## config.mk

```make
export PLATFORM = sky130hd
export DESIGN_NAME = reg_wb_queue
export DESIGN_NICKNAME = d
export VERILOG_FILES = /design/src/rtl/reg_wb_queue.sv
export SDC_FILE = /design/constraint.sdc
export NUM_CORES = 1
export LEC_CHECK = 0
export CAP_MARGIN = 25
export CORE_MARGIN = 2
export CORE_UTILIZATION = 40
export DETAILED_ROUTE_END_ITERATION = 6
export GPL_TIMING_DRIVEN = 0
export PLACE_DENSITY_LB_ADDON = 0.2
export SYNTH_ARGS = -nofsm -noshare
export SYNTH_HDL_FRONTEND = slang
export SYNTH_SLANG_ARGS = --single-unit
```

## constraint.sdc

```tcl
create_clock -name clk -period 4.1 [get_ports clk]
set_input_delay 0.615 -clock clk [delete_from_list [all_inputs] [get_ports clk]]
set_output_delay 0.615 -clock clk [all_outputs]
set_load 0.01 [all_outputs]
```

## src/rtl/reg_wb_queue.sv

```systemverilog
// Register writeback queue: a small circular FIFO of pending {addr, data}
// register-file writes. It drains one entry per cycle when the register-file
// write port is free, and offers a combinational bypass lookup on two read
// addresses that returns the newest pending value for a register.
module reg_wb_queue #(
  parameter int DEPTH  = 4,
  parameter int DATA_W = 32,
  parameter int ADDR_W = 4,
  localparam int PTR_W = $clog2(DEPTH),
  localparam int CNT_W = PTR_W + 1
) (
  input  logic              clk,
  input  logic              rst,
  input  logic              wb_valid,
  input  logic [ADDR_W-1:0] wb_addr,
  input  logic [DATA_W-1:0] wb_data,
  output logic              wb_ready,
  input  logic              flush,
  input  logic              rf_stall,
  output logic              write_enable1,
  output logic [ADDR_W-1:0] write_addr,
  output logic [DATA_W-1:0] write_data,
  input  logic [ADDR_W-1:0] lu_addr1,
  input  logic [ADDR_W-1:0] lu_addr2,
  output logic              lu_hit1,
  output logic              lu_hit2,
  output logic [DATA_W-1:0] lu_data1,
  output logic [DATA_W-1:0] lu_data2,
  output logic [CNT_W-1:0]  count
);

  // Entry storage; validity is implied by head/count, so it is never reset.
  logic [ADDR_W-1:0] addr_mem [DEPTH];
  logic [DATA_W-1:0] data_mem [DEPTH];

  logic [PTR_W-1:0] head_reg;
  logic [PTR_W-1:0] tail_reg;
  logic [CNT_W-1:0] count_reg;

  logic not_empty;
  logic push;
  logic pop;

  // Ready depends only on occupancy, never on whether a drain happens this cycle.
  assign wb_ready      = (count_reg != CNT_W'(DEPTH));
  assign not_empty     = (count_reg != '0);
  assign write_enable1 = not_empty && !rf_stall;
  assign push          = wb_valid && wb_ready && !flush;
  assign pop           = write_enable1 && !flush;

  assign write_addr = not_empty ? addr_mem[head_reg] : '0;
  assign write_data = not_empty ? data_mem[head_reg] : '0;
  assign count      = count_reg;

  // Pointer and occupancy update; reset beats flush, flush beats push/pop.
  always_ff @(posedge clk) begin
    if (!rst) begin
      head_reg  <= '0;
      tail_reg  <= '0;
      count_reg <= '0;
    end else if (flush) begin
      head_reg  <= '0;
      tail_reg  <= '0;
      count_reg <= '0;
    end else begin
      if (push) tail_reg <= tail_reg + PTR_W'(1);
      if (pop)  head_reg <= head_reg + PTR_W'(1);
      case ({push, pop})
        2'b10:   count_reg <= count_reg + CNT_W'(1);
        2'b01:   count_reg <= count_reg - CNT_W'(1);
        default: count_reg <= count_reg;
      endcase
    end
  end

  // Store an accepted request at the tail slot.
  always_ff @(posedge clk) begin
    if (rst && push) begin
      addr_mem[tail_reg] <= wb_addr;
      data_mem[tail_reg] <= wb_data;
    end
  end

  // Bypass lookup, one instance per read port. Entries are scanned from
  // oldest to newest so the last match (closest to tail) wins.
  logic [ADDR_W-1:0] lu_addr_arr [2];
  assign lu_addr_arr[0] = lu_addr1;
  assign lu_addr_arr[1] = lu_addr2;

  for (genvar gi = 0; gi < 2; gi++) begin : gen_lu
    logic              hit;
    logic [DATA_W-1:0] data;
    logic [PTR_W-1:0]  idx;

    // Newest-match search over the currently pending entries only.
    always_comb begin
      hit  = 1'b0;
      data = '0;
      idx  = '0;
      for (int k = 0; k < DEPTH; k++) begin
        idx = head_reg + PTR_W'(k);
        if ((CNT_W'(k) < count_reg) && (addr_mem[idx] == lu_addr_arr[gi])) begin
          hit  = 1'b1;
          data = data_mem[idx];
        end
      end
    end
  end

  assign lu_hit1  = gen_lu[0].hit;
  assign lu_data1 = gen_lu[0].data;
  assign lu_hit2  = gen_lu[1].hit;
  assign lu_data2 = gen_lu[1].data;

endmodule

```

==> After elaboration in Yosys (flattened, before gate mapping) <==
Memory sizes are Yosys's and may differ from the RTL's. A register that Yosys moved wholly into a read port is not among the register bits.
Index checks and enable logic that the tools add are counted.
{ "classes": {"addsub": 6, "order_cmp": 4, "eq_ne": 11, "muxes": 25, "bitwise_logic": 1, "n_reduce_logical": 18} }
{ "ops": {"columns": ["op", "n"], "rows": [
  ["two-way mux 32 bit", 9],
  ["== test 4 bit", 8],
  ["logical AND 1 bit", 13],
  ["two-way mux 1 bit", 10],
  ["two-way mux 2 bit", 4],
  ["less-than comparator 1 x 3 -> 1 bit, first input constant", 2],
  ["less-than comparator 2 x 3 -> 1 bit, first input constant", 2],
  ["case mux 3 bit (2 select lines)", 1],
  ["adder 2 x 1 -> 2 bit, second input constant", 2],
  ["adder 2 bit, second input constant", 2],
  ["two-way mux 4 bit", 1],
  ["adder 3 x 1 -> 3 bit, second input constant", 1],
  ["!= test 3 bit, second input constant", 1],
  ["nonzero test 3 bit", 1],
  ["subtractor 3 x 1 -> 3 bit, second input constant", 1],
  ["== test 2 x 1 -> 1 bit, second input constant", 1],
  ["== test 2 bit, second input constant", 1],
  ["zero test 1 bit", 2],
  ["nonzero test 2 bit", 1],
  ["OR reduction 2 bit", 1],
  ["inverter 1 bit", 1]
]} }
{ "word_totals": {"ff_bits": 7, "mem_bits_rw": 144, "in_bits": 49, "out_inout_bits": 107, "wordCells": 70, "n_memories": 2} }
{ "memory_table": {"columns": ["memory", "depth", "word_bits", "read_ports", "rd_clocked_by_memory_dff", "wr", "line_no", "text"], "rows": [
  ["data_mem", 4, 32, 4, 1, 1, "34", "logic [DATA_W-1:0] data_mem [DEPTH];"],
  ["addr_mem", 4, 4, 4, 1, 1, "33", "logic [ADDR_W-1:0] addr_mem [DEPTH];"]
]} }

==> Longest topological paths before layout <==
Gate-level depths: netlist (run 1).
An unclocked memory read counts as a cell.
{ "depth": {"ltp_word": 7, "ltp_mapped": 10, "depth_no_buf": 9} }

==> Worst setup path before layout (run 1) <==
Ideal clock, no wire load.
{ "synth_path": {"kind": "flip-flop to output port", "startpoint": "register head_reg[0]", "endpoint": "output port lu_data2[15]", "arrival_ps": 2595, "required_ps": 3485, "setup_slack_ps": 890, "path_stages_with_launch": 8, "path_buffers": 2, "cell_sequence": "dfxtp_1 > buf_6 > mux4_2 > xor2_1 > nor4_4 > clkbuf_4 > mux2_2 > a221o_1"} }
{ "synth_between": {"elab_chain_len": 7, "word_cells_on_any_way": 14, "classes_between": "add/sub: 3; eq/ne: 3; mux: 3; reduce/logical: 3; memory: 2"} }
{ "synth_lines": {"columns": ["element", "line_no", "text"], "rows": [
  ["start: declaration", "36", "logic [PTR_W-1:0] head_reg;"],
  ["start signal: assignment", "67", "if (pop) head_reg <= head_reg + PTR_W'(1);"],
  ["adder 2 x 1 -> 2 bit", "101", "idx = head_reg + PTR_W'(k);"],
  ["memory read (4 x 4 bit)", null, null],
  ["== test 4 bit", "102", "if ((CNT_W'(k) < count_reg) && (addr_mem[idx] == lu_addr_arr[gi])) begin"],
  ["logical AND 1 bit", "102", null],
  ["two-way mux 32 bit (2 in a row)", "102", null],
  ["two-way mux 32 bit *", "102", null],
  ["end: declaration", "28", "output logic [DATA_W-1:0] lu_data2,"]
]} }
Every way passes the cells marked *; elsewhere a longest branch is shown, timed or not.

==> reports/metrics.csv, run 1 <==
stage,metric,value,unit
worst_setup_path,cp_slowest_stage_delay,0.56,ns
floorplan,coreArea,25900,sq um
clocking,cts_tree,done,
grt,antenna_found_initial,0,
pwr,finalPower,3630,uW
grt,grtUsageTotal,24.9,%
worst_setup_path,critical_path_required,3.48,ns
worst_setup_path,cp_cell_sequence,buf_12 -> mux4_2 -> buf_4 -> or3_4 -> a2111oi_4 -> buf_4 -> and2_1 -> mux2i_1 -> a21oi_1 -> clkdlybuf4s50_1,
timing,hold_viol,0,
floorplan,io_pins,156,
synth,synth.distinct_cells,48,
clocking,cts_buffer_depth,2,
worst_hold_path,hp-start,tail_reg[0],
worst_setup_path,cp_common_cell,buf_4,
placed_design,routabilityCongestion,0.883,
grt,grt_pass1_vias,8595,
timing,hold_slack,0.580,ns
worst_setup_path,reg2reg_slack,1.43,ns
worst_setup_path,reg2reg_from,count[0],
clocking,path_clk_slew,0.06,ns
layout,drive_gt1_share,28.1,%
pwr,power.leakage,0.00478,uW
worst_setup_path,regToRegEndpoint,data_mem[0][15],
worst_setup_path,crit_type,register to output pin,
worst_hold_path,hold_depth,2,
synth,syn_nets,915,
clocking,cts_made_buffers,17,
layout,area_growth,30.6,%
synth,synth-xor-area-share,2.83,%
grt,grt_start_max_net_pins,21,
worst_setup_path,cp.arrival,3.44,ns
pwr,power.density,265,nW/um^2
clocking,root_buffer,clkbuf_16,
timing,finalMaxSlewViolations,0,
synth,syn_area_per_cell,12.3,sq um
job,cap_violations,0,
synth,yosys.area_share.simple,8.65,%
synth,synth_top_area_share,41.1,%
worst_setup_path,worst_path_max_delay_cell,clkdlybuf4s50_1,
synth,synth_seq_area_share,42.8,%
routing,drt_first_pass_iters,5,
synth,mappedNetlistArea,10500,sq um
floorplan,die_width,166,um
layout,largest_reg_flops,128,
layout,finalNonFillerCells,1420,
timing,rsz0062_at_grt,true,
floorplan,initial_core_util,40.6,%
clocking,clk_latency,0.43,ns
synth,yosys-mux-area-fraction,27.2,%
routing,finalWirelength,35.4,mm
worst_setup_path,start_kind,register,
timing,fin_setup_tns,0,ns
timing,finalCritPeriodShare,98.9,%
timing,relSlewSlack,41.8,%
clocking,clock_sinks,153,
synth,synth_top_area_cell,edfxtp_1,
synth,synthArstFlopShare,0,%
synth,synth_edf_count,144,
grt,grt_pass1_wl,52.5,mm
timing,worstMarginPinSlew,0.874,ns
routing,drc,0,
synth,synth_top_family_by_area,multiplexers,
routing,drtIter0Drc,1037,
synth,synth_ff_type,edfxtp_1,
timing,final.min_clock_period,4.06,ns
worst_setup_path,cp_max_fo,4,
placed_design,dpl.cell_count,1350,
placed_design,io_buffers,154,
routing,wl_per_cell,25.0,um
placed_design,dpl_cell_area,12600,sq um
floorplan,die_h,166,um
synth,ys_ff_latch,153,
synth,synthTopCellsByArea,"edfxtp_1 (41%), mux4_2 (17%), mux2_2 (5.9%)",
pwr,ir_drop,0.309,mV
status,status,finished clean,
routing,antenna_left,0,
synth,synth-compound-area-share,13.5,%
timing,clock_skew,0.00528,ns
placed_design,dpl.hpwl,24.3,mm
floorplan,std_cell_rows,59,
timing,max_freq,247,MHz
grt,gr-total-overflow,0,
floorplan,die-area,27600,sq um
worst_hold_path,hold_path_class,register to register,
synth,synthAdderAreaFrac,1.07,%
worst_setup_path,rr_worst_depth,7,
worst_setup_path,cp-end-kind,output pin,
routing,vias_per_cell,6.28,
synth,syn_inst,857,
worst_hold_path,min_to,tail_reg[0],
layout,n_antenna_cell,0,
routing,vias,8921,
layout,finalNetCount,1131,
layout,fin_area,13700,sq um
clocking,htreeDepth,4,
synth,yosys_warnings,0,
timing,setup_viol,0,
==> worst max path at each step <==
| stage | from | to | slack [ns] |
|---|---|---|---|
| 6_report | register | lu_data2[28] | 0.04 |
| 4_1_cts | head_reg[0] | lu_data1[23] | -0.01 |
| 5_1_grt | register | lu_data1[23] | -0.03 |
| 3_5_place_dp | register | lu_data1[17] | -0.44 |
| 2_1_floorplan | head_reg[0] | lu_data2[15] | 0.89 |
| 3_3_place_gp | register | lu_data1[17] | -0.46 |
==> Yosys cell counts (5+ instances only) <==
cell and count:
inv_1 5, dfxtp_1 9, mux4_2 79, buf_1 9, ha_1 9, nand2_1 36, a221o_1 27, buf_2 17
xor2_1 12, mux2i_1 39, mux2_2 55, a221oi_1 32, and2_1 46, nand2b_1 10, edfxtp_1 144, clkbuf_1 44
o21ai_0 66, xnor2_1 22, nor2_1 69, o31ai_1 5, a21oi_1 44, o22ai_1 32
==> kinds of logic after synthesis <==
logic type               count (synthesis)
AO/OA/AOI/OAI                          213
XOR/XNOR                                34
adder cells (fa/ha/maj)                  9
buffers and inverters                   85
flip-flops                             153
multiplexers                           178
AND/OR/NAND/NOR                        185
==> layout by cell type (no fill, tap or decap), drive strengths merged, types with 4 or more instances in the layout <==
cell type	instances
buf	80
o22ai	32
nor2	70
dlygate4sd2	23
or3	4
a221oi	32
dfxtp	9
ha	9
xnor2	22
mux4	80
clkinv	8
mux2i	39
mux2	59
nand2	36
a221o	27
xor2	12
a21oi	44
nand2b	10
o31ai	5
and2	47
clkdlybuf4s15	12
o21ai	66
clkdlybuf4s50	91
clkbuf	78
inv	6
nor3	4
edfxtp	144
dlymetal6s2s	10
==> power breakdown <==
part / internal [uW] / switching, uW / total [uW]
registers: 1730 / 12.8 / 1740
logic: 195 / 181 / 376
clock network: 886 / 634 / 1520
total: 2810 / 828 / 3630
==> what timing repair did <==
item / 4_1_cts / 5_1_grt
setup endpoints to repair: 66 / 49
gates resized for setup: 117 / 80
buffers inserted: 28 / 10
pin swaps: 12 / 12
hold buffers: 0 / 0
cloned: 2 / 2
==> per-stage QoR <==
stage	util (%)	setup slack (ns)
CTS	52.2	-0.00990
detailed placement	48.5	-0.443
floorplan	-	0.890
finish	53.0	0.0446
global placement	48.2	-0.458
global route	53.0	-0.0252
==> cell type report <==
cell class | count | area, sq um
clock buffer | 18 | 429
timing repair buffer | 201 | 1980
clock inverter | 13 | 130
multi-input combinational | 619 | 5740
fill | 2192 | 12200
buffer | 75 | 504
inverter | 6 | 22.5
tap | 335 | 419
sequential | 153 | 4510
==> metal layers <==
layer	GRT usage (%)	vias up	wire, um
met1	33.7	4435	14000
met2	39.8	581	16700
met3	4.96	64	3740
li1	-	3841	-
met4	9.45	0	962
met5	0	-	0
==> critical path: cells and delay by family (launching register included) <==
| kind | cells | cell delay (ns) |
|---|---|---|
| buf+inv | 4 | 1.06 |
| flops | 1 | 0.35 |
| simple gates | 2 | 0.47 |
| mux | 2 | 0.59 |
| compound gates | 2 | 0.55 |
Note: power is estimated with default switching activity, not from simulation.
==> inputs of run 2 (changes only) <==
--- a/config.mk
+++ b/config.mk
@@ -5,6 +5,7 @@
 export SDC_FILE = /design/constraint.sdc
 export NUM_CORES = 1
 export LEC_CHECK = 0
+export ABC_CLOCK_PERIOD_IN_PS = 4100
 export CAP_MARGIN = 25
 export CORE_MARGIN = 2
 export CORE_UTILIZATION = 40
==> results of run 2 <==
Final layout, timing and power as in run 1 (identical DEF).
==> inputs of run 3 (changes only) <==
--- a/config.mk
+++ b/config.mk
@@ -12,6 +12,7 @@
 export DETAILED_ROUTE_END_ITERATION = 6
 export GPL_TIMING_DRIVEN = 0
 export PLACE_DENSITY_LB_ADDON = 0.2
+export SKIP_CTS_REPAIR_TIMING = 1
 export SYNTH_ARGS = -nofsm -noshare
 export SYNTH_HDL_FRONTEND = slang
 export SYNTH_SLANG_ARGS = --single-unit
==> run 3 against run 2 <==
Net effect:
- the run now ends with negative setup slack left
- sequential share of layout area is 0.057 points lower
- via count decreased by 1.3%
- non-clock buffer count is 22 lower
- count of clock-buffer cells in the layout did not move
- critical path depth grew 1
- maximum frequency is 1.8% lower
- first-iteration DRC count shrank 8.6%
- combinational power decreased by 2%
- flip-flop and latch count stayed put
- clock skew is essentially flat
==> reports/metrics.csv, run 3 (synthesized netlist as in run 1, its figures left out) <==
stage,metric,value,unit
clocking,path_clk_slew,0.06,ns
grt,grt_pass1_wl,51.4,mm
routing,drtIter0Drc,948,
grt,grt_pass1_vias,8436,
clocking,root_buffer,clkbuf_16,
clocking,cts_tree,done,
grt,grt_start_max_net_pins,21,
clocking,cts_made_buffers,17,
layout,largest_reg_flops,128,
worst_setup_path,critical_path_required,3.48,ns
timing,clock_skew,0.00490,ns
routing,drc,0,
timing,finalCritPeriodShare,101,%
worst_hold_path,min_to,tail_reg[0],
worst_setup_path,cp_max_fo,10,
grt,antenna_found_initial,0,
routing,wl_met1,14.2,mm
worst_setup_path,reg2reg_slack,1.42,ns
floorplan,initial_core_util,40.6,%
clocking,htreeDepth,4,
worst_setup_path,cp-end-kind,output pin,
grt,gr-total-overflow,0,
routing,vias,8806,
worst_setup_path,start_kind,register,
timing,finalMaxSlewViolations,0,
layout,final_cell_mix,"edfxtp_1 (144), clkdlybuf4s50_1 (93), mux4_2 (79)",
routing,top_layer,met4,
worst_setup_path,regToRegEndpoint,data_mem[0][15],
clocking,cts_buffer_depth,2,
worst_hold_path,hold_depth,2,
grt,grtUsageTotal,24.4,%
status,violations,negative setup slack,
routing,drt_first_pass_iters,6,
clocking,clk_latency,0.43,ns
placed_design,routabilityCongestion,0.883,
job,cap_violations,0,
timing,rsz0062_at_grt,true,
worst_setup_path,cp_cell_sequence,buf_8 -> buf_4 -> mux4_2 -> xnor2_1 -> and4_1 -> a211oi_4 -> buf_6 -> buf_6 -> a221oi_2 -> o22ai_2 -> clkdlybuf4s50_1,
layout,finalNetCount,1109,
worst_setup_path,reg2reg_from,count[0],
worst_setup_path,cp_slowest_stage_delay,0.58,ns
clocking,clock_sinks,153,
layout,area_growth,30.8,%
timing,setup_viol,1,
worst_setup_path,cp_common_cell,buf_6,
placed_design,io_buffers,154,
routing,wl_per_cell,24.9,um
layout,n_antenna_cell,0,
pwr,power.leakage,0.00547,uW
timing,relSlewSlack,42.4,%
routing,finalWirelength,34.9,mm
floorplan,std_cell_rows,59,
timing,max_freq,242,MHz
timing,worstMarginPinSlew,0.864,ns
worst_setup_path,crit_type,register to output pin,
layout,drive_gt1_share,25.7,%
timing,finalWorstSetupSlack,-0.0283,ns
timing,hold_viol,0,
layout,utilization,53.1,%
worst_setup_path,cp.arrival,3.51,ns
floorplan,die-area,27600,sq um
layout,mostFrequentLayoutCell,edfxtp_1,
routing,wl_met3,3.38,mm
pwr,power.density,264,nW/um^2
floorplan,die_h,166,um
pwr,ir_drop,0.308,mV
worst_setup_path,worst_path_max_delay_cell,clkdlybuf4s50_1,
placed_design,dpl.hpwl,24.3,mm
timing,fin_setup_tns,-0.0283,ns
floorplan,io_pins,156,
worst_hold_path,hold_path_class,register to register,
routing,antenna_left,0,
routing,wl_met2,16.5,mm
floorplan,die_width,166,um
routing,vias_per_cell,6.30,
worst_setup_path,rr_worst_depth,7,
floorplan,coreArea,25900,sq um
status,status,finished with violations,
worst_hold_path,hp-start,tail_reg[0],
timing,final.min_clock_period,4.13,ns
==> run 3: cell count changes in the layout (fill, tap and decap cells not counted), sizes merged <==
cell           change
clkbuf            -22
clkdlybuf4s50      +2
buf               -18
clkdlybuf4s15     -12
dlymetal6s2s      +51
dlygate4sd2       -23
==> run 3: power breakdown <==
group	switching (uW)	internal (uW)	total, uW
registers	12.7	1730	1740
clock network	634	886	1520
logic	179	190	369
==> run 3: area by class of cell <==
type                    instances  area, sq um
clock buffers                  18          429
flip-flops and latches        153         4510
clock inverters                13          130
well taps                     335          419
repair buffers                179         1970
inverters                       6         22.5
fillers                      2198        12200
plain buffers                  75          507
multi-input cells             619         5770
==> run 3: critical path: cells and delay by family (launching register included) <==
| kind | cells | cell delay (ns) |
|---|---|---|
| buffers and inverters | 5 | 1.21 |
| AOI/OAI and AO/OA | 3 | 0.56 |
| xor gates and xnor gates | 1 | 0.14 |
| and+or+nand+nor | 1 | 0.24 |
| muxes | 1 | 0.54 |
| DFF | 1 | 0.37 |
==> run 3: worst max path at each step <==
stage	start	endpoint	slack, ns	depth (start not counted)
after global placement	register	lu_data1[17]	-0.46	9
after floorplan	head_reg[0]	lu_data2[15]	0.89	7
after global routing	head_reg[0]	lu_data1[17]	-0.12	10
final	head_reg[0]	lu_data1[17]	-0.03	11
after CTS	register	lu_data1[17]	-0.91	9
after detailed placement	register	lu_data1[17]	-0.44	9
==> run 3: metal layers <==
metal | vias to the layer above | GRT usage (%)
met4 | 0 | 8.62
met2 | 546 | 38.8
met3 | 71 | 5.05
met5 | - | 0
li1 | 3795 | -
met1 | 4394 | 33.3
==> run 3: through the flow <==
step                area (sq um)  setup WS [ns]  total power [uW]  std cells  hold slack, ns
global route               13800         -0.121              3730       1398           0.631
CTS                        13100         -0.907              3620       1381           0.587
floorplan                  10500          0.890              1950        857           0.538
finish                     13800        -0.0283              3630       1398           0.579
detailed placement         12600         -0.443              2130       1350           0.578
global placement           12500         -0.458              2120       1346           0.566
